<file path="src/rtl/coin_acceptor_if.sv">
// Coin-sensor front end bundle: raw sensor lines in, clean coin pulses and count out.
// Latency: none, wires only.
// Backpressure: none; the sensor side cannot be stalled.
interface coin_acceptor_if;
  logic       nickle_raw;
  logic       dime_raw;
  logic       nickle;
  logic       dime;
  logic       reject;
  logic [7:0] coin_count;

  // Side that drives the sensors and watches the pulses (vending FSM / testbench)
  modport master (
    output nickle_raw, dime_raw,
    input  nickle, dime, reject, coin_count
  );

  // The acceptor itself
  modport slave (
    input  nickle_raw, dime_raw,
    output nickle, dime, reject, coin_count
  );
endinterface

</file>
<file path="src/rtl/coin_acceptor.sv">
// Synchronises and debounces raw coin sensors into spaced one-cycle nickle/dime pulses.
// Latency: raw edge sampled at edge k gives a pulse at edge k+DEBOUNCE+4 when idle.
// Backpressure: one queue slot per coin type; a coin arriving with its slot full is rejected.
module coin_acceptor #(
  parameter int DEBOUNCE = 4,
  parameter int HOLDOFF  = 2
) (
  input logic           clk,
  input logic           reset,
  coin_acceptor_if.slave bus
);

  localparam int DW = $clog2(DEBOUNCE + 1);
  localparam int GW = $clog2(HOLDOFF + 1);

  localparam logic [0:0] IDLE = 1'b0;
  localparam logic [0:0] GAP  = 1'b1;

  // Channel index 0 is the nickel, 1 is the dime throughout.
  logic [1:0]    s1;
  logic [1:0]    s2;
  logic [1:0]    stable;
  logic [1:0]    stable_d;
  logic [1:0]    rise;
  logic [1:0]    pend;
  logic [DW-1:0] db_cnt [2];

  logic [0:0]    state;
  logic [GW-1:0] gap_cnt;
  logic          emit_n;
  logic          emit_d;
  logic [1:0]    clr;
  logic          nickle_pulse;
  logic          dime_pulse;
  logic          reject_pulse;
  logic [7:0]    count;

  // Two-flop synchroniser; nothing else looks at the raw lines or the first stage
  always_ff @(posedge clk) begin
    if (reset) begin
      s1 <= '0;
      s2 <= '0;
    end else begin
      s1 <= {bus.dime_raw, bus.nickle_raw};
      s2 <= s1;
    end
  end

  // Debounce: a level must disagree with stable for DEBOUNCE straight cycles to be taken
  always_ff @(posedge clk) begin
    if (reset) begin
      stable   <= '0;
      stable_d <= '0;
      rise     <= '0;
      for (int i = 0; i < 2; i++) db_cnt[i] <= '0;
    end else begin
      stable_d <= stable;
      rise     <= stable & ~stable_d;
      for (int i = 0; i < 2; i++) begin
        if (s2[i] == stable[i]) begin
          db_cnt[i] <= '0;
        end else if (db_cnt[i] == DW'(DEBOUNCE - 1)) begin
          stable[i] <= ~stable[i];
          db_cnt[i] <= '0;
        end else begin
          db_cnt[i] <= db_cnt[i] + 1'b1;
        end
      end
    end
  end

  // Emit decision from the idle state; nickel wins when both are waiting
  always_comb begin
    emit_n = (state == IDLE) && pend[0];
    emit_d = (state == IDLE) && !pend[0] && pend[1];
    clr    = {emit_d, emit_n};
  end

  // Pending slots: a rise fills an empty slot, a rise into a full slot is bounced
  always_ff @(posedge clk) begin
    if (reset) begin
      pend         <= '0;
      reject_pulse <= 1'b0;
    end else begin
      reject_pulse <= |(rise & pend);
      for (int i = 0; i < 2; i++) begin
        if (rise[i] && !pend[i]) pend[i] <= 1'b1;
        else if (clr[i])         pend[i] <= 1'b0;
      end
    end
  end

  // Emitter: one pulse, then HOLDOFF quiet cycles so the vending FSM can keep up
  always_ff @(posedge clk) begin
    if (reset) begin
      state        <= IDLE;
      gap_cnt      <= '0;
      nickle_pulse <= 1'b0;
      dime_pulse   <= 1'b0;
    end else begin
      nickle_pulse <= emit_n;
      dime_pulse   <= emit_d;
      case (state)
        IDLE: begin
          if (emit_n || emit_d) begin
            state   <= GAP;
            gap_cnt <= '0;
          end
        end
        GAP: begin
          if (gap_cnt == GW'(HOLDOFF - 1)) begin
            state   <= IDLE;
            gap_cnt <= '0;
          end else begin
            gap_cnt <= gap_cnt + 1'b1;
          end
        end
        default: state <= IDLE;
      endcase
    end
  end

  // Accepted-coin counter, free-running modulo 256
  always_ff @(posedge clk) begin
    if (reset)                         count <= '0;
    else if (nickle_pulse | dime_pulse) count <= count + 1'b1;
  end

  assign bus.nickle     = nickle_pulse;
  assign bus.dime       = dime_pulse;
  assign bus.reject     = reject_pulse;
  assign bus.coin_count = count;

endmodule
</file>
<file path="src/flat_wrapper.sv">
// flat-port wrapper written by rule: the top's interface ports become plain ports
module coin_acceptor_flat 
#(
  parameter int DEBOUNCE = 4,
  parameter int HOLDOFF  = 2
)
  (clk, reset, bus_nickle_raw, bus_dime_raw, bus_nickle, bus_dime, bus_reject, bus_coin_count);
  coin_acceptor_if bus_i ();
  input logic clk;
  input logic reset;
  input wire logic [$bits(bus_i.nickle_raw)-1:0] bus_nickle_raw;
  input wire logic [$bits(bus_i.dime_raw)-1:0] bus_dime_raw;
  output wire logic [$bits(bus_i.nickle)-1:0] bus_nickle;
  output wire logic [$bits(bus_i.dime)-1:0] bus_dime;
  output wire logic [$bits(bus_i.reject)-1:0] bus_reject;
  output wire logic [$bits(bus_i.coin_count)-1:0] bus_coin_count;
  assign bus_i.nickle_raw = bus_nickle_raw;
  assign bus_i.dime_raw = bus_dime_raw;
  assign bus_nickle = bus_i.nickle;
  assign bus_dime = bus_i.dime;
  assign bus_reject = bus_i.reject;
  assign bus_coin_count = bus_i.coin_count;
  coin_acceptor #(.DEBOUNCE(DEBOUNCE), .HOLDOFF(HOLDOFF)) u_core (.clk(clk), .reset(reset), .bus(bus_i));
endmodule
</file>
<file path="config.mk">
export PLATFORM = sky130hd
export DESIGN_NAME = coin_acceptor_flat
export DESIGN_NICKNAME = d
export VERILOG_FILES = /design/src/rtl/coin_acceptor_if.sv /design/src/rtl/coin_acceptor.sv /design/src/flat_wrapper.sv
export SDC_FILE = /design/constraint.sdc
export NUM_CORES = 1
export LEC_CHECK = 0
export ABC_AREA = 1
export CORE_MARGIN = 2
export CORE_UTILIZATION = 53
export DETAILED_ROUTE_END_ITERATION = 16
export PLACE_DENSITY_LB_ADDON = 0.05
export SETUP_SLACK_MARGIN = 0.15
export SLEW_MARGIN = 5
export SYNTH_ARGS = -nofsm -noshare
export SYNTH_HDL_FRONTEND = slang
export SYNTH_SLANG_ARGS = --single-unit
</file>
<file path="constraint.sdc">
create_clock -name clk -period 1.8 [get_ports clk]
set_clock_uncertainty 0.05 [all_clocks]
set_input_delay 0.18 -clock clk [delete_from_list [all_inputs] [get_ports clk]]
set_output_delay 0.18 -clock clk [all_outputs]
set_load 0.01 [all_outputs]
</file>
======== Word level (Yosys, flattened, before mapping) ========
Memory sizes are Yosys's and may differ from the RTL's.
Cells that the tools add are included.
word-level totals
  flip-flop bits (word level) ............. 26
  RAM bits ................................ 6
  bits of input ports ..................... 4
  output and inout bits ................... 11
  word-level logic and storage cells ...... 93
  memories kept ........................... 1
memory list
  name           words  width  rd ports  clocked after Yosys merged registers in  write ports  line                 source
  u_core.db_cnt  2      3      2         0                                        2            coin_acceptor.sv:26  logic [DW-1:0] db_cnt [2];
operators by class
  add/sub/neg operators ................... 4
  eq/ne operators ......................... 6
  multiplexer cells ....................... 40
  bitwise logic cells ..................... 15
  reduce and logical (&&, ||, !) cells .... 13
operators with widths
  cell                                                              number
  1-bit 2-to-1 mux                                                  30
  3-bit 2-to-1 mux                                                  6
  8-bit by 1-bit adder with 8-bit output (second input constant)    1
  1-bit bitwise OR                                                  7
  3-bit by 1-bit adder with 3-bit output (second input constant)    2
  3-bit by 2-bit == test with 1-bit output (second input constant)  2
  1-bit logical AND                                                 5
  1-bit NOT                                                         5
  2-bit bitwise AND                                                 2
  2-bit 2-to-1 mux                                                  2
  2-bit one-hot mux with 2 select lines                             1
  2-bit AND reduction                                               2
  2-bit nonzero test                                                2
  2-bit by 1-bit adder with 2-bit output (second input constant)    1
  1-bit == test                                                     2
  2-bit by 1-bit == test with 1-bit output (second input constant)  1
  1-bit zero test                                                   2
  2-bit != test (second input constant)                             1
  2-bit NOT                                                         1
  1-bit one-hot mux with 2 select lines                             1
  2-bit OR reduction                                                1
  1-bit logical OR                                                  1

======== Longest topological paths before layout ========
Gate-level depths: netlist of run 1.
  depth in word-level cells ............... 7
  mapped depth ............................ 7
  depth with buffers taken out ............ 7

======== Worst setup path after synthesis of run 1 ========
OpenSTA, ideal clock, no wires.
  kind .................................... register -> register
  start point ............................. memory u_core.db_cnt[0][0] (netlist name)
  end point ............................... memory u_core.db_cnt[0][0] (netlist name), data pin
  arrival time ............................ 1.089 ns
  data required time ...................... 1.610 ns
  path slack .............................. 0.521 ns
  stages on the path, launching flop included .. 6
  period minus slack after synthesis ...... 1.279 ns
  path through ............................ edfxtp_1 -> ha_1 -> ha_1 -> a21oi_1 -> o211ai_1 -> nor2_1
RTL lines
  element             line
  start: declaration  coin_acceptor.sv:26

======== Final worst setup path of run 1 ========
  start point ............................. register u_core.count[3], in the netlist u_core.bus.coin_count[3]
  end point ............................... output port bus_coin_count[3]
RTL lines
  element                   line                  source
  start: declaration        coin_acceptor.sv:36   logic [7:0] count;
  start signal: assignment  coin_acceptor.sv:126  else if (nickle_pulse | dime_pulse) count <= count + 1'b1;
  end: declaration          flat_wrapper.sv:16    output wire logic [$bits(bus_i.coin_count)-1:0] bus_coin_count;
No word-level cell between the ends.

==> results.md, run 1 <==
- CTS tree: yes
- Psw: 0.269 mW
- Post-placement cell area: between 1000 and 1500 um2
- Max VDD drop: 0.510 mV
- Seq pwr share: about three fifths
- Worst Path Required: 1.57 ns
- Pins over their slew limit: 0
- CTS root buf: clkbuf_4
- Hold Crit Depth: 3
- Gate power share: 5.2%
- Achievable Freq: 650 MHz
- Sink Count: 32
- CP max FO: 5
- Delay-heaviest family, CP: buffers and inverters
- Worst Setup Path Type: reg -> out
- Fin area: approximately 1500 um2
- Total GRT Usage: 17.4%
- Synth area leader: dfxtp_1
- Vias in the first global route: 837
- HPWL after DPL: roughly 1.4 mm
- Worst setup SP type: flip-flop
- WL/cell: roughly 9.9 um
- Antenna-violating nets left: 0
- Share of cells above drive strength 1: 10.7%
- Largest net degree at the start of global routing: 15
- Die X: 52.8 um
- P_int: 0.969 mW
- First-pass GRT wire length: roughly 3.3 mm
- Hold Vio Cnt, Final: 0
- Synth Register Bits: 32
- CP Cell Sequence: clkdlybuf4s50_1
- RR Endpoint: u_core.db_cnt[1][1]
- ANT cells: 0
- Pleak: 0.624 nW
- Switch share: 21.7%
- Drt pass-1 iters: 4
- Register area share after synthesis: 55.4%
- Vias/cell: approximately 4.7
- Mean Syn Cell Area: 8.84 um2
- I/O pin count: 15
- Worst reg-to-reg path cell count: 5
- Final min period: approximately 1.5 ns
- # DRC: 0
- Distinct cell type count after synthesis: 23
- Initial Util: 56.6%
- Max stage delay on crit path: approximately 0.56 ns
- Clk_lat worst skew: 0.33 ns
- Die area: 2790 um2
- Area Growth Syn to Fin: 19.6%
- Final nets: 177
- Synth Instances: 143
- Main area contributors after synthesis: dfxtp_1 (41%), edfxtp_1 (14%), inv_1 (6.8%), nor2_1 (6.5%), ha_1 (5.0%)
- Final Cycle Share: 85.5%
- Die height: 52.8 um
- Global route overflow: 0
- Port Buf Inserts: 14
- Clock transition at the registers of the reported paths: 0.09 ns
- Post-CTS Setup Bufs: 0
- Worst hold endpoint: u_core.s1[0]
- Clock network power share: 33.3%
- Crit path DAT: 1.31 ns
- Placer Congestion: between 0.7 and 0.8
- First DRT Iteration DRCs: 15
- Hold_buf cts: 0
- Worst hold slack: 0.326 ns
- Detailed-route via count: 925
- Post-synth top area share: 41.2%
- CTS Buffer Depth: 2
- Hold Path Class: in -> reg
- TNS Setup: 0 ns
- Synth warnings: 0
- Post_cts resized: 0
- Core Footprint: 2230 um2
- RSZ-0062 raised after global routing: no
- Final Setup Violations: 0
- R2R setup slack: 0.34 ns
- CTS buffer count: 5
- Worst r2r src: u_core.db_cnt[1][0]
- Hold_sp: bus_nickle_raw
- Crit path capture type: output port
- CP bufs+invs: 1
- Power Density: 819 nW/um2
- Antenna violations before repair: 0
- Cell Area, Synth: approximately 1300 um2
- Worst path slowest cell: clkdlybuf4s50_1
- CTS H-Tree Depth: 2
- Cell Rows: 17
- Max cap viols: 0
- Status: complete, no violations
- Routed wire length: 1.94 mm
- Crit path from: u_core.bus.coin_count[3]
==> cell usage in the layout, fill, tap and decap left out, drive strengths merged, types with 6 or more instances in the layout <==
cell and count:
inv 25, nor2 27, dfxtp 26, edfxtp 6
a21oi 12, clkbuf 8, o21ai 9, nand2 16
conb 6, clkdlybuf4s50 14
==> power by group through the flow <==
stage | Sequential, mW | Clock [mW] | Combinational [mW]
2_1_floorplan | 0.777 | 0 | 0.0432
3_3_place_gp | 0.778 | 0 | 0.0615
3_5_place_dp | 0.779 | 0 | 0.0645
4_1_cts | 0.762 | 0.431 | 0.0649
5_1_grt | 0.765 | 0.463 | 0.0745
6_report | 0.762 | 0.412 | 0.0639
==> layout make-up <==
cell class	count	area (um2)
timing repair buffer	15	148
fill	202	722
clock buffer	8	58.8
tap	28	35.0
inverter	25	93.8
multi-input combinational	89	475
sequential	32	701
==> sequential cells by signal (all words and copies together) (netlist names) <==
register,count
u_core.db_cnt,6
u_core.stable_d,2
u_core.rise,2
u_core.s1,2
u_core.bus.coin_count,8
u_core.pend,2
u_core.stable,2
u_core.bus.nickle,1
u_core.bus.dime,1
u_core.state,1
u_core.bus.reject,1
u_core.s2,2
u_core.gap_cnt,2
==> worst register-to-register path, cell delays in order (launching register included) <==
cell and delay (ns):
edfxtp_1 0.41, ha_1 0.23, ha_1 0.22, a21oi_1 0.14, o211ai_1 0.15, nor2_1 0.12
==> through the flow <==
step	worst slack [ns]	util [%]	instances	power, mW
floorplan	0.521	-	148	0.820
global placement	0.438	65.0	189	0.839
detailed placement	0.345	65.0	189	0.844
CTS	0.247	67.7	197	1.26
global route	0.191	67.7	197	1.30
finish	0.261	67.7	197	1.24
==> metal layers <==
layer | up-vias | track usage [%] | share of wire [%]
li1 | 503 | - | -
met1 | 402 | 18.9 | 47
met2 | 14 | 25.8 | 46
met3 | 6 | 7.71 | 5.0
met4 | 0 | 14.1 | 2.3
met5 | - | 0 | 0
==> synth_stat cells <==
master and number:
inv_1 23, nor3_1 3, nor2_4 3, nor4_1 1
dfxtp_1 26, nor2_1 22, ha_1 5, buf_2 1
o21ai_0 8, a21oi_1 12, conb_1 1, nand3_1 4
edfxtp_1 6, inv_2 2, nand2_2 1, o211ai_1 3
nor3_2 1, o21ai_2 1, nand4_1 1, nand3_2 1
nand2_1 15, buf_4 1, nor2_2 2
==> cells by family (layout without fill, tap and decap cells) <==
family          Yosys count  in the layout  share of synthesized area (%)
compound gates           24             24                           10.4
fa+ha+maj                 5              5                           4.95
buf+inv                  27             48                           8.42
flops                    32             32                           55.4
other cells               1              6                          0.297
simple gates             54             54                           20.5
==> worst max path at each step <==
stage                                endpoint  slack, ns  depth (start not counted)
after CTS                   bus_coin_count[3]       0.25                          1
after floorplan           u_core.db_cnt[0][0]       0.52                          5
after global placement    u_core.db_cnt[0][2]       0.44                          5
final                       bus_coin_count[3]       0.26                          1
after detailed placement  u_core.db_cnt[1][1]       0.34                          5
after global routing        bus_coin_count[0]       0.19                          1
(Power assumes the default switching activity.)
==> inputs of run 2 (changes only) <==
- CORE_UTILIZATION: 53 -> 31
- REMOVE_ABC_BUFFERS: not set -> 1
==> results.md, run 2 (same netlist as run 1, synthesis figures left out) <==
- Initial Util: 31.8% (-25 points)
- Max stage delay on crit path: 0.56 ns (about the same)
- R2R setup slack: 0.39 ns (+0.05 ns)
- Clock transition at the registers of the reported paths: 0.07 ns (-0.02 ns)
- Pre-CTS setup slack: 0.397 ns (+0.0521 ns)
- Share of cells above drive strength 1: 10.7% (unchanged)
- Global routing met3 resource utilization: 5.26% (-2.5 points)
- Final non-filler cell total: 219 (+11%)
- Vias/cell: 4.14 (-12%)
- Final Cycle Share: 82.1% (-3.4 points)
- Placer Congestion: 0.644 (-19%)
- CP Cell Sequence: clkdlybuf4s50_1
- Placed cells: 211 (+12%)
- Crit path from: u_core.bus.coin_count[0]
- HPWL after DPL: 1.53 mm (+7.9%)
- Largest net degree at the start of global routing: 15 (unchanged)
- Hold Path Class: reg -> reg
- First DRT Iteration DRCs: 28 (+13)
- Crit path DAT: 1.25 ns (-0.06 ns)
- Port Buf Inserts: 14 (unchanged)
- Hold Crit Depth: 1 (-2)
- Status: complete, no violations
- Met1 Usage GRT: 13.3% (-5.6 points)
- # fillers: 418 (+110%)
- Total GRT Usage: 11.2% (-6.2 points)
- Power, Total: 1.38 mW (+11%)
- CP max FO: 5 (unchanged)
- Antenna-violating nets left: 0 (unchanged)
- RSZ-0062 raised after global routing: no
- Power Density: 878 nW/um2 (+7.2%)
- Worst path slowest cell: clkdlybuf4s50_1
- Final nets: 177 (unchanged)
- CTS H-Tree Depth: 2 (unchanged)
- Worst setup margin: 0.323 ns (+0.0615 ns)
- I/O pin count: 15 (unchanged)
- Seq pwr share: 55.3% (-6.3 points)
- Clk_lat worst skew: 0.28 ns (-0.05 ns)
- Hold Vio Cnt, Final: 0 (unchanged)
- Final min period: 1.48 ns (-0.0615 ns)
- # DRC: 0 (unchanged)
- Psw: 0.290 mW (+7.9%)
- Worst r2r src: u_core.db_cnt[0][0]
- Hold_sp: u_core.stable_d[1]
- RR Endpoint: u_core.db_cnt[0][2]
- CTS root buf: clkbuf_8
- GRT Max-Usage Layer: met2
- Flip-flop and latch area: 701 um2 (unchanged)
- Worst hold slack: 0.335 ns (+0.00909 ns)
- Die area: 4600 um2 (+65%)
- Sink Count: 32 (unchanged)
- Worst setup SP type: flip-flop
- Achievable Freq: 677 MHz (+4.2%)
- Hold_buf cts: 0 (unchanged)
- ANT cells: 0 (unchanged)
- Clock network power share: 40.1% (+6.8 points)
- Post_cts resized: 0 (unchanged)
- Die X: 67.8 um (+28%)
- WL/cell: 9.37 um (-4.9%)
- GRT met2 Usage: 16.4% (-9.4 points)
- Antenna violations before repair: 0 (unchanged)
- First-pass GRT wire length: 3.61 mm (+11%)
- Post-placement cell area: 1480 um2 (+1.9%)
- Max cap viols: 0 (unchanged)
- Fin area: 1570 um2 (+3.9%)
- Switch share: 21.0% (-0.69 points)
- Worst reg-to-reg path cell count: 5 (unchanged)
- Drt pass-1 iters: 4 (unchanged)
- Worst hold endpoint: u_core.rise[1]
- Leading cell type in the layout, fill and taps excluded: dfxtp_1
- CTS Buffer Depth: 2 (unchanged)
- Vias in the first global route: 831 (-0.72%)
- Most frequent cells in the layout: dfxtp_1 (26), inv_1 (23), nor2_1 (22)
- Delay-heaviest family, CP: buffers and inverters
- Worst Setup Path Type: reg -> out
- Die height: 67.8 um (+28%)
- Detailed-route via count: 907 (-1.9%)
- Final Setup Violations: 0 (unchanged)
- P_int: 1.09 mW (+12%)
- Pins over their slew limit: 0 (unchanged)
- Routed wire length: 2.05 mm (+5.8%)
- Area Growth Syn to Fin: 24.3%
- Multi-input gate area: 475 um2 (unchanged)
- Post-CTS Setup Bufs: 0 (unchanged)
- CTS tree: yes
- Max VDD drop: 0.464 mV (-9.2%)
- CTS buffer count: 5 (unchanged)
- CP bufs+invs: 1 (unchanged)
- Post-route core utilization: 39.5% (-28 points)
- Cell Rows: 23 (+6)
- Global route overflow: 0 (unchanged)
- Pleak: 0.637 nW (+2.1%)
- Core Footprint: 3970 um2 (+78%)
- TNS Setup: 0 ns (unchanged)
- Crit path capture type: output port
- Worst Path Required: 1.57 ns (about the same)
- Gate power share: 4.6% (-0.6 points)
- Largest register FFs: 8 (unchanged)
## run 2: changes by cell type in the layout (fill, tap and decap cells not counted)
cell,delta
clkbuf_4,-5
clkbuf_8,+5
## run 2: worst register-to-register path: cells and delay by family, from the launching register on
family | cells | cell delay, ns
AND/OR/NAND/NOR | 1 | 0.12
adder cells (fa/ha/maj) | 2 | 0.44
flip-flops | 1 | 0.40
AO/OA/AOI/OAI | 2 | 0.27
## run 2: cell type report
| cell class | count | area share (%) |
|---|---|---|
| clock buffers | 8 | 5.74 |
| repair buffers | 15 | 9.40 |
| inverters | 25 | 5.98 |
| multi-input cells | 89 | 30.3 |
| well taps | 50 | 3.98 |
| flip-flops and latches | 32 | 44.6 |
## run 2: how the worst max path moves through the flow
stage                                endpoint  slack (ns)  cells after the start
after CTS                   bus_coin_count[0]        0.31                      1
final                       bus_coin_count[0]        0.32                      1
after global routing        bus_coin_count[0]        0.26                      1
after global placement    u_core.db_cnt[1][1]        0.42                      5
after detailed placement  u_core.db_cnt[1][2]        0.40                      5
after floorplan           u_core.db_cnt[0][0]        0.52                      5
## run 2: power groups by stage
stage	sequential [mW]	combinational (mW)	clock, mW
2_1_floorplan	0.777	0.0384	0
3_3_place_gp	0.778	0.0649	0
3_5_place_dp	0.778	0.0648	0
4_1_cts	0.762	0.0651	0.585
5_1_grt	0.764	0.0763	0.621
6_report	0.762	0.0640	0.553
## run 2: metal layers
metal | vias to the layer above | wire length [um]
met1 | 384 | 1000
met2 | 17 | 871
li1 | 500 | -
met5 | - | 0
met3 | 6 | 121
met4 | 0 | 56
